[config.mk]
export PLATFORM = sky130hd
export DESIGN_NAME = als_sample_scheduler
export DESIGN_NICKNAME = d
export VERILOG_FILES = /design/src/rtl/als_sched_pkg.sv /design/src/rtl/als_interval_timer.sv /design/src/rtl/als_sample_scheduler.sv
export SDC_FILE = /design/constraint.sdc
export NUM_CORES = 1
export LEC_CHECK = 0
export BUFFER_PORTS_ARGS = -buffer_cell sky130_fd_sc_hd__buf_2
export CAP_MARGIN = 20
export CORE_MARGIN = 3
export CORE_UTILIZATION = 35
export CTS_CLUSTER_DIAMETER = 80
export DETAILED_ROUTE_END_ITERATION = 16
export PLACE_DENSITY = 0.63
export SYNTH_ARGS = -nofsm -noshare
export SYNTH_HDL_FRONTEND = slang
export SYNTH_SLANG_ARGS = --single-unit
[constraint.sdc]
create_clock -name Clock -period 4.7 [get_ports Clock]
set_input_delay 0.47 -clock Clock [delete_from_list [all_inputs] [get_ports Clock]]
set_output_delay 0.47 -clock Clock [all_outputs]
set_load 0.01 [all_outputs]
[src/rtl/als_sched_pkg.sv]
// Shared definitions for the PmodALS sample scheduler.
//   als_state_e  : handshake sequencer states
//   ILLUM_W      : width of one sensor reading
//   AVG_LOG2_DEF : default log2 of samples per average
//   TIMEOUT_DEF  : default handshake watchdog limit in cycles
package als_sched_pkg;

  typedef enum logic [1:0] {
    IDLE       = 2'd0,
    WAIT_READY = 2'd1,
    FETCH      = 2'd2,
    WAIT_DATA  = 2'd3
  } als_state_e;

  localparam int ILLUM_W      = 8;
  localparam int AVG_LOG2_DEF = 2;
  localparam int TIMEOUT_DEF  = 1000;

endpackage

[src/rtl/als_interval_timer.sv]
// Programmable interval timer: emits a one-cycle tick every max(period,1)
// cycles while enabled, and holds the reload value while disabled.
// Ports:
//   Clock  : system clock
//   Reset  : asynchronous active-low reset
//   enable : 1 = count down, 0 = hold at reload value
//   period : cycles between ticks (0 behaves as 1)
//   tick   : registered one-cycle pulse
module als_interval_timer #(
  parameter int PERIOD_W = 24
) (
  input  logic                Clock,
  input  logic                Reset,
  input  logic                enable,
  input  logic [PERIOD_W-1:0] period,
  output logic                tick
);

  logic [PERIOD_W-1:0] cnt_q;
  logic [PERIOD_W-1:0] reload;

  // A zero period reloads to 0, which ticks every cycle like period = 1.
  always_comb begin
    reload = (period == '0) ? '0 : period - PERIOD_W'(1);
  end

  always_ff @(posedge Clock or negedge Reset) begin
    if (!Reset) begin
      cnt_q <= '0;
      tick  <= 1'b0;
    end else if (!enable) begin
      cnt_q <= reload;
      tick  <= 1'b0;
    end else if (cnt_q == '0) begin
      cnt_q <= reload;
      tick  <= 1'b1;
    end else begin
      cnt_q <= cnt_q - PERIOD_W'(1);
      tick  <= 1'b0;
    end
  end

endmodule

[src/rtl/als_sample_scheduler.sv]
// PmodALS sample scheduler: requests one sensor reading per interval through
// the ready/fetch/arrived handshake, box-car averages 2^AVG_LOG2 readings,
// drives a hysteretic dark flag and watchdogs the handshake.
// Ports:
//   Clock, Reset        : system clock, asynchronous active-low reset
//   enable              : 1 = periodic sampling active
//   period              : cycles between fetch requests (0 behaves as 1)
//   thr_low, thr_high   : dark set / clear thresholds
//   clr_err             : synchronous clear of timeout_err and overrun
//   als_ready           : sensor controller idle
//   als_fetch           : one-cycle fetch request
//   als_arrived         : sensor result valid
//   als_illum           : sensor reading
//   avg, avg_valid      : latest average and its one-cycle update pulse
//   dark                : hysteretic dark indication
//   timeout_err         : sticky handshake-stall flag
//   overrun             : sticky flag, interval tick while one was pending
module als_sample_scheduler
  import als_sched_pkg::*;
#(
  parameter int PERIOD_W = 24,
  parameter int AVG_LOG2 = AVG_LOG2_DEF,
  parameter int TIMEOUT  = TIMEOUT_DEF
) (
  input  logic                Clock,
  input  logic                Reset,
  input  logic                enable,
  input  logic [PERIOD_W-1:0] period,
  input  logic [ILLUM_W-1:0]  thr_low,
  input  logic [ILLUM_W-1:0]  thr_high,
  input  logic                clr_err,
  input  logic                als_ready,
  output logic                als_fetch,
  input  logic                als_arrived,
  input  logic [ILLUM_W-1:0]  als_illum,
  output logic [ILLUM_W-1:0]  avg,
  output logic                avg_valid,
  output logic                dark,
  output logic                timeout_err,
  output logic                overrun
);

  localparam int N     = 1 << AVG_LOG2;
  localparam int SUM_W = ILLUM_W + AVG_LOG2;
  localparam int TO_W  = $clog2(TIMEOUT + 1);
  localparam logic [TO_W-1:0]     TO_LAST  = TO_W'(TIMEOUT - 1);
  localparam logic [AVG_LOG2-1:0] CNT_LAST = AVG_LOG2'(N - 1);

  // Truncating divide of the accumulated sum by N.
  function automatic logic [ILLUM_W-1:0] avg_trunc(input logic [SUM_W-1:0] s);
    logic [SUM_W-1:0] sh;
    sh = s >> AVG_LOG2;
    return sh[ILLUM_W-1:0];
  endfunction

  // Hysteresis: the set test comes first so it wins when thr_low > thr_high.
  function automatic logic dark_next(input logic [ILLUM_W-1:0] a, lo, hi,
                                     input logic cur);
    if (a < lo)      return 1'b1;
    else if (a > hi) return 1'b0;
    else             return cur;
  endfunction

  als_state_e          state_q;
  logic [TO_W-1:0]     to_q;
  logic                tick;
  logic                pending_q;
  logic                keep_q;
  logic [SUM_W-1:0]    sum_q;
  logic [AVG_LOG2-1:0] cnt_q;

  logic                take;
  logic                accept;
  logic                to_hit;
  logic                to_fire;
  logic [SUM_W-1:0]    sum_add;
  logic [ILLUM_W-1:0]  avg_new;

  als_interval_timer #(.PERIOD_W(PERIOD_W)) u_timer (
    .Clock  (Clock),
    .Reset  (Reset),
    .enable (enable),
    .period (period),
    .tick   (tick)
  );

  // keep_q marks a transaction whose sample may still be used; any cycle
  // with enable low during the transaction discards its sample.
  always_comb begin
    take    = (state_q == IDLE) && pending_q && enable;
    accept  = (state_q == WAIT_DATA) && als_arrived && keep_q && enable;
    to_hit  = (to_q == TO_LAST);
    to_fire = to_hit && (((state_q == WAIT_READY) && !als_ready) ||
                         ((state_q == WAIT_DATA)  && !als_arrived));
    sum_add = sum_q + SUM_W'(als_illum);
    avg_new = avg_trunc(sum_add);
  end

  // Handshake sequencer with watchdog counter and registered fetch strobe.
  always_ff @(posedge Clock or negedge Reset) begin
    if (!Reset) begin
      state_q   <= IDLE;
      to_q      <= '0;
      als_fetch <= 1'b0;
      keep_q    <= 1'b0;
    end else begin
      als_fetch <= 1'b0;
      if (!enable) keep_q <= 1'b0;
      case (state_q)
        IDLE: begin
          if (take) begin
            state_q <= WAIT_READY;
            to_q    <= '0;
            keep_q  <= 1'b1;
          end
        end
        WAIT_READY: begin
          if (als_ready) begin
            state_q   <= FETCH;
            als_fetch <= 1'b1;
          end else if (to_hit) begin
            state_q <= IDLE;
          end else begin
            to_q <= to_q + TO_W'(1);
          end
        end
        FETCH: begin
          state_q <= WAIT_DATA;
          to_q    <= '0;
        end
        WAIT_DATA: begin
          if (als_arrived || to_hit) begin
            state_q <= IDLE;
          end else begin
            to_q <= to_q + TO_W'(1);
          end
        end
        default: state_q <= IDLE;
      endcase
    end
  end

  // Tick pending flag and sticky error flags; a set beats a same-edge clear.
  always_ff @(posedge Clock or negedge Reset) begin
    if (!Reset) begin
      pending_q   <= 1'b0;
      overrun     <= 1'b0;
      timeout_err <= 1'b0;
    end else begin
      if (!enable)   pending_q <= 1'b0;
      else if (tick) pending_q <= 1'b1;
      else if (take) pending_q <= 1'b0;

      if (enable && tick && pending_q && !take) overrun <= 1'b1;
      else if (clr_err)                         overrun <= 1'b0;

      if (to_fire)      timeout_err <= 1'b1;
      else if (clr_err) timeout_err <= 1'b0;
    end
  end

  // Box-car accumulator, average output and dark hysteresis.
  always_ff @(posedge Clock or negedge Reset) begin
    if (!Reset) begin
      sum_q     <= '0;
      cnt_q     <= '0;
      avg       <= '0;
      avg_valid <= 1'b0;
      dark      <= 1'b0;
    end else begin
      avg_valid <= 1'b0;
      if (!enable || to_fire) begin
        sum_q <= '0;
        cnt_q <= '0;
      end else if (accept) begin
        if (cnt_q != CNT_LAST) begin
          sum_q <= sum_add;
          cnt_q <= cnt_q + AVG_LOG2'(1);
        end else begin
          avg       <= avg_new;
          avg_valid <= 1'b1;
          dark      <= dark_next(avg_new, thr_low, thr_high, dark);
          sum_q     <= '0;
          cnt_q     <= '0;
        end
      end
    end
  end

endmodule

==> results of run 1 <==
-- critical path, stage by stage, from the launching register on --
cell	delay [ns]
dfrtp_1	0.41
ha_1	0.30
a211oi_1	0.21
nor2_1	0.10
or4_1	0.47
a31oi_1	0.22
xnor2_1	0.23
ha_1	0.33
a21o_1	0.17
a21o_1	0.18
a21oi_1	0.16
o211ai_1	0.11
o211ai_1	0.09
-- through the flow --
step / util (%) / power, mW / std cells
4_1_cts: 43.0 / 1.69 / 670
3_5_place_dp: 40.2 / 0.971 / 654
3_3_place_gp: 40.2 / 0.956 / 654
6_report: 43.1 / 1.68 / 671
5_1_grt: 43.1 / 1.78 / 671
2_1_floorplan: - / 0.866 / 454
-- synthesized netlist by cell type (all sizes together) (6+ instances only) --
library cell,count,area (µm²)
buf,6,58.8
nor4,10,62.6
nand2,31,124
a21o,7,52.6
inv,25,93.8
a22o,11,96.3
clkbuf,7,26.3
ha,28,350
o21ai,26,130
mux2i,8,80.1
xnor2,24,210
nand3,25,125
nor3,21,105
nor2,41,156
dfrtp,64,1600
nand2b,7,43.8
mux2,7,78.8
or3,9,61.3
a21oi,23,123
xor2,21,184
-- cell families (layout without fill, tap and decap cells) --
kind of cell	after synthesis	count (layout)
AO/OA/AOI/OAI	95	95
AND/OR/NAND/NOR	168	168
XOR/XNOR	45	45
flip-flops	64	64
multiplexers	15	15
buffers and inverters	38	112
adder cells (fa/ha/maj)	29	29
-- path summary, 6_finish.rpt --
path | slack, ns | to
worst min register to register | 0.48 | sum_q[2]
min in group Clock | 0.34 | overrun
worst max-delay path | 1.65 | dark
worst min-delay path | 0.05 | avg[2]
max in group asynchronous | 3.80 | to_q[7]
worst max register to register | 1.65 | dark
-- per-layer routing --
| metal | part of all wire, % | routed length (µm) | global-route usage (%) |
|---|---|---|---|
| met4 | 1.2 | 117 | 4.85 |
| met5 | 0 | 0 | 0 |
| met3 | 4.4 | 419 | 2.40 |
| met1 | 47 | 4440 | 18.9 |
| met2 | 47 | 4500 | 25.7 |
-- area by class of cell --
type / instances / area, µm² / share of cell area [%]
Clock buffer: 9 / 225 / 4.51
Clock inverter: 7 / 95.1 / 1.91
Inverter: 25 / 93.8 / 1.88
Multi-Input combinational cell: 352 / 2410 / 48.4
Sequential cell: 64 / 1600 / 32.1
Tap cell: 143 / 179 / 3.59
Timing Repair Buffer: 71 / 380 / 7.62
-- power groups by stage --
| stage | Clock (mW) | Combinational (mW) | Sequential, mW |
|---|---|---|---|
| after floorplan | 0 | 0.221 | 0.645 |
| after global placement | 0 | 0.286 | 0.670 |
| after detailed placement | 0 | 0.299 | 0.673 |
| after CTS | 0.731 | 0.301 | 0.664 |
| after global routing | 0.759 | 0.344 | 0.675 |
| final | 0.711 | 0.301 | 0.664 |
-- cells in the final DEF (no fill, tap or decap), types with 5 or more instances in the layout --
cell type	count
inv_1	24
nand3_1	25
nand2b_1	7
a21oi_1	21
or3_1	8
xor2_1	21
mux2_2	7
ha_1	28
dfrtp_1	64
clkbuf_16	9
a21o_1	7
nor4_1	10
a31o_2	5
nand2_1	30
a22o_1	11
o21ai_0	23
buf_2	66
nor3_1	21
mux2i_1	8
nor2_1	40
xnor2_1	24
-- registers in the layout, summed over array words and instances, names as in the netlist, 2 cells and up, named ones only --
register / count
sum_q: 10
to_q: 10
avg: 8
cnt_q: 2
u_timer.cnt_q: 24
==> metrics.md, run 1 <==
| Metric | Value |
|---|---|
| Skew final | `slightly below 0.01 ns` |
| Vias in the first global route | `approximately 3,500` |
| Leak Pwr | `roughly 2.3 nW` |
| Post-CTS Setup Bufs | `0` |
| Tmin final | `3.05 ns` |
| Clock sink count | `64` |
| DIE AREA | `13,300 µm²` |
| Sw frac | `28.8%` |
| Setup crit start kind | `flop` |
| Mapped Cells | `~450` |
| Mux cell area share after synthesis | `under 10%` |
| Synthesized Nets | `537` |
| Cell Rows | `39` |
| Main combinational cell family by area after synthesis | `simple AND/OR/NAND/NOR gates` |
| Final setup vio count | `0` |
| VDD IR max | `~0.15 mV` |
| Hpwl dp | `between 7 and 8 mm` |
| Setup_tns | `0 ns` |
| Area Growth Syn to Fin | `18.9%` |
| Routability cong. | `between 0.7 and 0.8` |
| FILL cells | `about 1,100` |
| H-tree Lvls | `3` |
| Final Slew Violations | `0` |
| Inserted Clock Buffers | `9` |
| Die height | `115 µm` |
| Remaining DRCs | `0` |
| Synth cell types | `55` |
| Final hold viol count | `0` |
| Drt total wl | `9.47 mm` |
| Starting density of the core | `a little over a third` |
| Status | `complete, no violations` |
| Fmax | `approximately 330 MHz` |
| Fraction of registers with async set/reset | `100%` |
| Clk buf depth | `2` |
| Vias/cell | `about 5.2` |
| IO buf count | `66` |
| Vias | `between 3,000 and 4,000` |
| Worst endpoint data arrival time | `between 3 and 4 ns` |
| RSZ-0062 raised after global routing | `false` |
| Post-Synth Simple-Gate Area | `20.5%` |
| Seq cells post-synth | `64` |
| Period utilization | `between 60% and 70%` |
| Worst-margin pin slew | `0.605 ns` |
| CTS resizes | `0` |
| Critical path peak fanout | `4` |
| Cell Area, Synth | `roughly 4200 µm²` |
| Worst reg2reg path startpoint | `sum_q[1]` |
| Crit. End Element | `flop` |
| Adder and majority gate portion of the synthesized area | `a little under 9%` |
| Seq/Total Area, Yosys | `38.2%` |
| Global Route Usage Sum | `between 10 and 15%` |
| Initial antenna violation count | `0` |
| Clk_lat worst skew | `roughly 0.32 ns` |
| Syn avg cell area | `9.24 µm²` |
| Post-DRT Antenna Nets | `0` |
| Internal Dissipation | `about 1.2 mW` |
| Routed length per instance | `around 14 µm` |
| Core area | `approximately 12,000 µm²` |
| Post-synth EDFFs | `0` |
| Hold Buf Count CTS | `0` |
| Die Span X | `between 100 and 150 µm` |
| Combinational share of power | `roughly 18%` |
| Grt total ovfl | `0` |
| Fin nets | `between 600 and 700` |
| Largest net degree at the start of global routing | `46` |
| First-pass GRT wire length | `~16 mm` |
| Max_cap viols | `0` |
| Yosys warnings | `0` |
| Register clock-pin slew on the reported worst setup and hold paths | `around 0.060 ns` |
| CTS tree | `done` |
| Critical path launch point | `sum_q[1]` |
| Setup CP Type | `reg -> reg` |
| Ant. Diodes | `0` |
| Predominant post-synthesis flop cell | `dfrtp_1` |
| Clock share of power | `42.4%` |
| DR iter-0 viols | `200` |
| Pre-CTS setup slack | `between 1.5 and 2 ns` |
| Drt pass-1 iters | `4` |
| Pwr/cell area | `between 300 and 400 nW/µm²` |
| Reg2Reg Depth | `12` |
| HP Class | `in -> async` |
| Post-DP Area | `~4600 µm²` |
| Setup ws final | `between 1.5 and 2 ns` |
| Hold_ws | `around 0.05 ns` |
| Layout cell share with drive strength beyond 1 | `20.6%` |
| XOR/XNOR share of the synthesized area | `roughly a tenth` |
| Finished layout cell area | `about 5000 µm²` |
| Root buffer cell | `clkbuf_16` |
| Worst EP required | `between 4 and 5 ns` |
| I/O Pins | `between 60 and 70` |
| NetSw | `around 480 µW` |
| Synth Area in Compound Gates | `between 15 and 20%` |
| Slew headroom | `roughly three fifths` |
| Sequential power share | `between 30% and 40%` |
(Power assumes the default switching activity.)
==> inputs of run 2 (changes only) <==
clock period = 3.17 ns   (was 4.7 ns; I/O delays follow)
==> run 2 against run 1 <==
  * Die area stayed put
  * Wire length shrank 0.24%
  * Sequential power up 49%
  * Non-clock buffer count up 2
  * Cell area increased by 0.70%
  * Sequential cell count stayed put
  * Fmax increased by 2.5%
  * Worst hold slack better by 0.030 ns
  * Clock power rose by 60%
  * Cell count increased by 0.30%
  * First-iteration DRC count is 41% lower
  * Via count is 1.1% higher
==> metrics.md, run 2 (synthesized netlist as in run 1, its figures left out) <==
| Metric | Value |
|---|---|
| Status | `complete, no violations` |
| RSZ-0062 raised after global routing | `false` |
| Starting density of the core | `roughly 36%` |
| Pwr/cell area | `between 500 and 600 nW/µm²` |
| Fmax | `about 340 MHz` |
| DR iter-0 viols | `between 100 and 150` |
| Vias in the first global route | `3,412` |
| Final Slew Violations | `0` |
| HP Class | `in -> async` |
| Core area | `11,600 µm²` |
| Non-Filler Instances | `673` |
| Setup crit start kind | `flop` |
| Clock sink count | `between 60 and 70` |
| CTS tree | `done` |
| CTS resizes | `0` |
| Ant. Diodes | `0` |
| Die height | `between 100 and 150 µm` |
| Worst EP required | `between 3 and 4 ns` |
| Global Route Usage Sum | `~15%` |
| Worst-margin pin slew | `roughly 0.81 ns` |
| First-pass GRT wire length | `around 16 mm` |
| Reg2Reg Depth | `12` |
| Hold Buf Count CTS | `0` |
| Commonest non-fill, non-tap cell in the layout | `buf_2` |
| Area Growth Syn to Fin | `19.8%` |
| Regs by FF count | `u_timer.cnt_q x24, sum_q x10, to_q x10` |
| Cell Rows | `39` |
| Setup CP Type | `reg -> reg` |
| Leak Pwr | `around 2.4 nW` |
| Slew headroom | `approximately 46%` |
| Drt total wl | `roughly 9.5 mm` |
| Critical Path End | `dark` |
| Fin nets | `608` |
| Worst reg-to-reg setup slack | `0.19 ns` |
| Most frequent cells in the layout | `buf_2, dfrtp_1, nor2_1, nand2_1, ha_1` |
| Die Span X | `~120 µm` |
| Critical path peak fanout | `4` |
| Finished layout cell area | `roughly 5000 µm²` |
| Tmin final | `~3.0 ns` |
| Pre-CTS setup slack | `between 0.1 and 0.15 ns` |
| DP Cell Count | `between 600 and 700` |
| Remaining DRCs | `0` |
| Post-CTS Setup Bufs | `0` |
| Pwr Total | `between 2 and 3 mW` |
| Worst endpoint data arrival time | `about 3.2 ns` |
| Crit. End Element | `flop` |
| Grt total ovfl | `0` |
| Period utilization | `a little over nine tenths` |
| Clk buf depth | `2` |
| I/O Pins | `67` |
| Inserted Clock Buffers | `9` |
| Drt pass-1 iters | `4` |
| Skew final | `0.00725 ns` |
| Setup ws final | `~0.19 ns` |
| Setup_tns | `0 ns` |
| R2r endpoint | `dark` |
| Register clock-pin slew on the reported worst setup and hold paths | `approximately 0.06 ns` |
| Final setup vio count | `0` |
| Largest register FFs | `24` |
| Worst reg2reg path startpoint | `sum_q[1]` |
| Max_cap viols | `0` |
| Critical path launch point | `sum_q[1]` |
| Root buffer cell | `clkbuf_16` |
| Routed length per instance | `between 10 and 15 µm` |
| Vias/cell | `between 5 and 6` |
| Clk_lat worst skew | `around 0.33 ns` |
| Post-DP Area | `approximately 4700 µm²` |
| VDD IR max | `between 0.2 and 0.25 mV` |
| Final hold viol count | `0` |
| Hpwl dp | `around 7.2 mm` |
| Vias | `3,540` |
| IO buf count | `66` |
| H-tree Lvls | `3` |
| Routability cong. | `~0.79` |
| Largest Register | `u_timer.cnt_q` |
| Post-DRT Antenna Nets | `0` |
| Layout cell share with drive strength beyond 1 | `between 20% and 30%` |
| Initial antenna violation count | `0` |
| Largest net degree at the start of global routing | `46` |
| DIE AREA | `~13,000 µm²` |
## run 2: area by class of cell
| type | count | area (µm²) |
|---|---|---|
| well taps | 143 | 179 |
| multi-input cells | 352 | 2420 |
| clock buffers | 9 | 225 |
| repair buffers | 73 | 383 |
| fillers | 1109 | 6540 |
| inverters | 25 | 93.8 |
| clock inverters | 7 | 120 |
| flip-flops and latches | 64 | 1600 |
## run 2: power breakdown
| group | switching, mW | leakage [nW] | internal [mW] |
|---|---|---|---|
| sequential | 0.0996 | 0.839 | 0.888 |
| combinational | 0.251 | 1.36 | 0.189 |
| clock | 0.375 | 0.166 | 0.769 |
## run 2: worst min-delay path by stage
stage / startpoint / cells past startpoint / end
CTS: Reset / 1 / to_q[1]
detailed placement: Reset / 1 / avg[0]
global placement: Reset / 1 / avg[2]
global route: Reset / 1 / avg[2]
floorplan: Reset / 0 / asynchronous set/reset pin
finish: Reset / 1 / avg[1]
## run 2: worst max-delay path, cell delays in order (launching register included)
cell      delay (ns)
dfrtp_1         0.41
ha_1            0.30
a211oi_1        0.21
nor2_1          0.10
or4_1           0.45
a31oi_1         0.22
xnor2_1         0.22
ha_1            0.31
a21o_1          0.16
a21o_1          0.17
a21oi_1         0.15
o211ai_1        0.11
o211ai_1        0.09
## run 2: stage by stage
stage / hold slack [ns] / utilization, %
finish: 0.0803 / 43.4
floorplan: 0.0214 / -
global route: 0.147 / 43.4
global placement: 0.448 / 40.4
CTS: 0.105 / 43.4
detailed placement: 0.456 / 40.4
## run 2: metal layers
metal  routed length (µm)  track usage (%)  up-vias
li1                     -                -     1778
met1                 4510             19.5     1671
met2                 4400             24.5       80
met3                  430             3.39       11
met4                  108             4.54        0
met5                    0                0        -
==> inputs of run 3 (changes only) <==
PLACE_DENSITY = unset   (was 0.63)
PLACE_DENSITY_LB_ADDON = 0.08   (was unset)
==> run 3 against run 2 <==
  * Worst hold slack worse by 0.015 ns
  * Sequential cell count stayed put
  * Non-clock buffer count is 1 higher
  * Core utilization is 0.45 points lower
  * Sequential share of layout area is 0.34 points higher
  * Sequential power hardly changed
  * Setup slack better by 0.032 ns
  * Critical path type unchanged
  * Largest cell class unchanged
==> metrics.md, run 3 (synthesized netlist as in run 1, its figures left out) <==
| Metric | Value |
|---|---|
| Sequential power share | `42.2%` |
| Initial antenna violation count | `0` |
| Sw frac | `just over 30%` |
| Setup CP Type | `reg -> reg` |
| Clk buf depth | `2` |
| Largest Register | `u_timer.cnt_q` |
| DR iter-0 viols | `150` |
| R2r endpoint | `dark` |
| H-tree Lvls | `3` |
| First-pass GRT wire length | `~16 mm` |
| Combinational share of power | `18.8%` |
| IO buf count | `66` |
| Regs by FF count | `u_timer.cnt_q x24, sum_q x10, to_q x10` |
| Post-DRT Antenna Nets | `0` |
| Commonest non-fill, non-tap cell in the layout | `buf_2` |
| Period utilization | `between 90% and 100%` |
| Max_cap viols | `0` |
| Die Span X | `~120 µm` |
| Clock sink count | `64` |
| Grt total ovfl | `0` |
| HP Class | `in -> async` |
| Final hold viol count | `0` |
| Skew final | `~0.0072 ns` |
| Pwr/cell area | `472 nW/µm²` |
| Worst reg-to-reg setup slack | `0.22 ns` |
| Final setup vio count | `0` |
| DIE AREA | `approximately 13,000 µm²` |
| Core area | `around 12,000 µm²` |
| Routed length per instance | `approximately 14 µm` |
| Root buffer cell | `clkbuf_16` |
| Post-DP Area | `4680 µm²` |
| Worst-margin pin slew | `0.798 ns` |
| VDD IR max | `between 0.2 and 0.25 mV` |
| Cell Rows | `39` |
| Setup_tns | `0 ns` |
| Setup crit start kind | `flop` |
| Slew headroom | `46.8%` |
| Largest register FFs | `24` |
| Starting density of the core | `a little over a third` |
| Vias | `between 3,000 and 4,000` |
| I/O Pins | `67` |
| Drt total wl | `about 9.6 mm` |
| Fin nets | `approximately 610` |
| Internal Dissipation | `~1.6 mW` |
| Fmax | `around 340 MHz` |
| Critical path peak fanout | `3` |
| Ant. Diodes | `0` |
| Area Growth Syn to Fin | `18.5%` |
| Worst EP required | `3.42 ns` |
| Global Route Usage Sum | `14.9%` |
| Drt pass-1 iters | `4` |
| Reg2Reg Depth | `12` |
| Most frequent cells in the layout | `buf_2, dfrtp_1, nor2_1, nand2_1, ha_1` |
| Remaining DRCs | `0` |
| Largest net degree at the start of global routing | `46` |
| Clock share of power | `between 30% and 40%` |
| Layout cell share with drive strength beyond 1 | `approximately 21%` |
| Inserted Clock Buffers | `9` |
| Crit. End Element | `flop` |
| Worst endpoint data arrival time | `3.20 ns` |
| Register clock-pin slew on the reported worst setup and hold paths | `approximately 0.06 ns` |
| NetSw | `just over 700 µW` |
| Routability cong. | `around 0.83` |
| Vias in the first global route | `approximately 3,300` |
| CTS tree | `done` |
| Status | `complete, no violations` |
| Die height | `roughly 120 µm` |
| Leak Pwr | `roughly 2.3 nW` |
| Hpwl dp | `7.12 mm` |
| Finished layout cell area | `roughly 5000 µm²` |
| Tmin final | `between 2 and 3 ns` |
| Hold Buf Count CTS | `0` |
| Post-CTS Setup Bufs | `0` |
| Vias/cell | `5.16` |
| Worst reg2reg path startpoint | `sum_q[0]` |
| Final Slew Violations | `0` |
| Clk_lat worst skew | `0.34 ns` |
==> run 3: worst max-delay path by stage <==
| stage | startpoint | to | slack [ns] | cells after the start |
|---|---|---|---|---|
| final | sum_q[0] | dark | 0.22 | 12 |
| after global routing | sum_q[1] | dark | -0.01 | 12 |
| after CTS | sum_q[1] | dark | 0.13 | 12 |
| after detailed placement | als_illum[1] | dark | 0.09 | 13 |
| after global placement | als_illum[1] | dark | 0.17 | 13 |
| after floorplan | sum_q[1] | dark | 0.42 | 12 |
==> run 3: metrics by stage <==
stage | hold WS (ns) | power, mW | utilization [%] | cells | setup slack, ns
floorplan | 0.0214 | 1.28 | - | 454 | 0.421
global placement | 0.449 | 1.43 | 40.5 | 658 | 0.169
detailed placement | 0.459 | 1.44 | 40.5 | 658 | 0.0944
CTS | 0.0986 | 2.38 | 42.8 | 674 | 0.129
global route | 0.128 | 2.49 | 43.0 | 674 | -0.0145
finish | 0.0651 | 2.34 | 43.0 | 674 | 0.222
==> run 3: power by group through the flow <==
stage                     Combinational (mW)  Clock [mW]  Sequential, mW
after floorplan                        0.327           0           0.957
after global placement                 0.433           0           0.999
after detailed placement               0.446           0           0.999
after CTS                              0.446       0.946           0.987
after global routing                   0.505       0.986            1.00
final                                  0.441       0.915           0.989
==> run 3: cell type report <==
type,count,area (µm²)
clock buffer,11,243
clock inverter,5,32.5
fill,1154,6590
inverter,25,93.8
multi-input combinational,352,2430
sequential,64,1600
tap,143,179
timing repair buffer,74,390
==> run 3: metal layers <==
layer  up-vias  routed length, µm  GRT usage [%]
li1       1771                  -              -
met1      1616               4690           20.1
met2        80               4320           23.4
met3        14                389           2.98
met4         0                176           6.18
met5         -                  0              0
==> run 3: worst max-delay path, stage by stage, from the launching register on <==
cell and delay (ns):
dfrtp_1 0.37, ha_1 0.22, fa_1 0.43, a21oi_1 0.21, o211ai_1 0.15, o41ai_1 0.28
buf_4 0.18, xnor2_1 0.17, ha_1 0.30, a21o_1 0.18, a21oi_1 0.14, nand2_1 0.08
o211ai_1 0.16
==> run 3: repair_timing <==
item	in CTS	in global routing
endpoints found under the hold margin	0	0
endpoints found under the setup margin	0	1
gates resized for setup	0	3
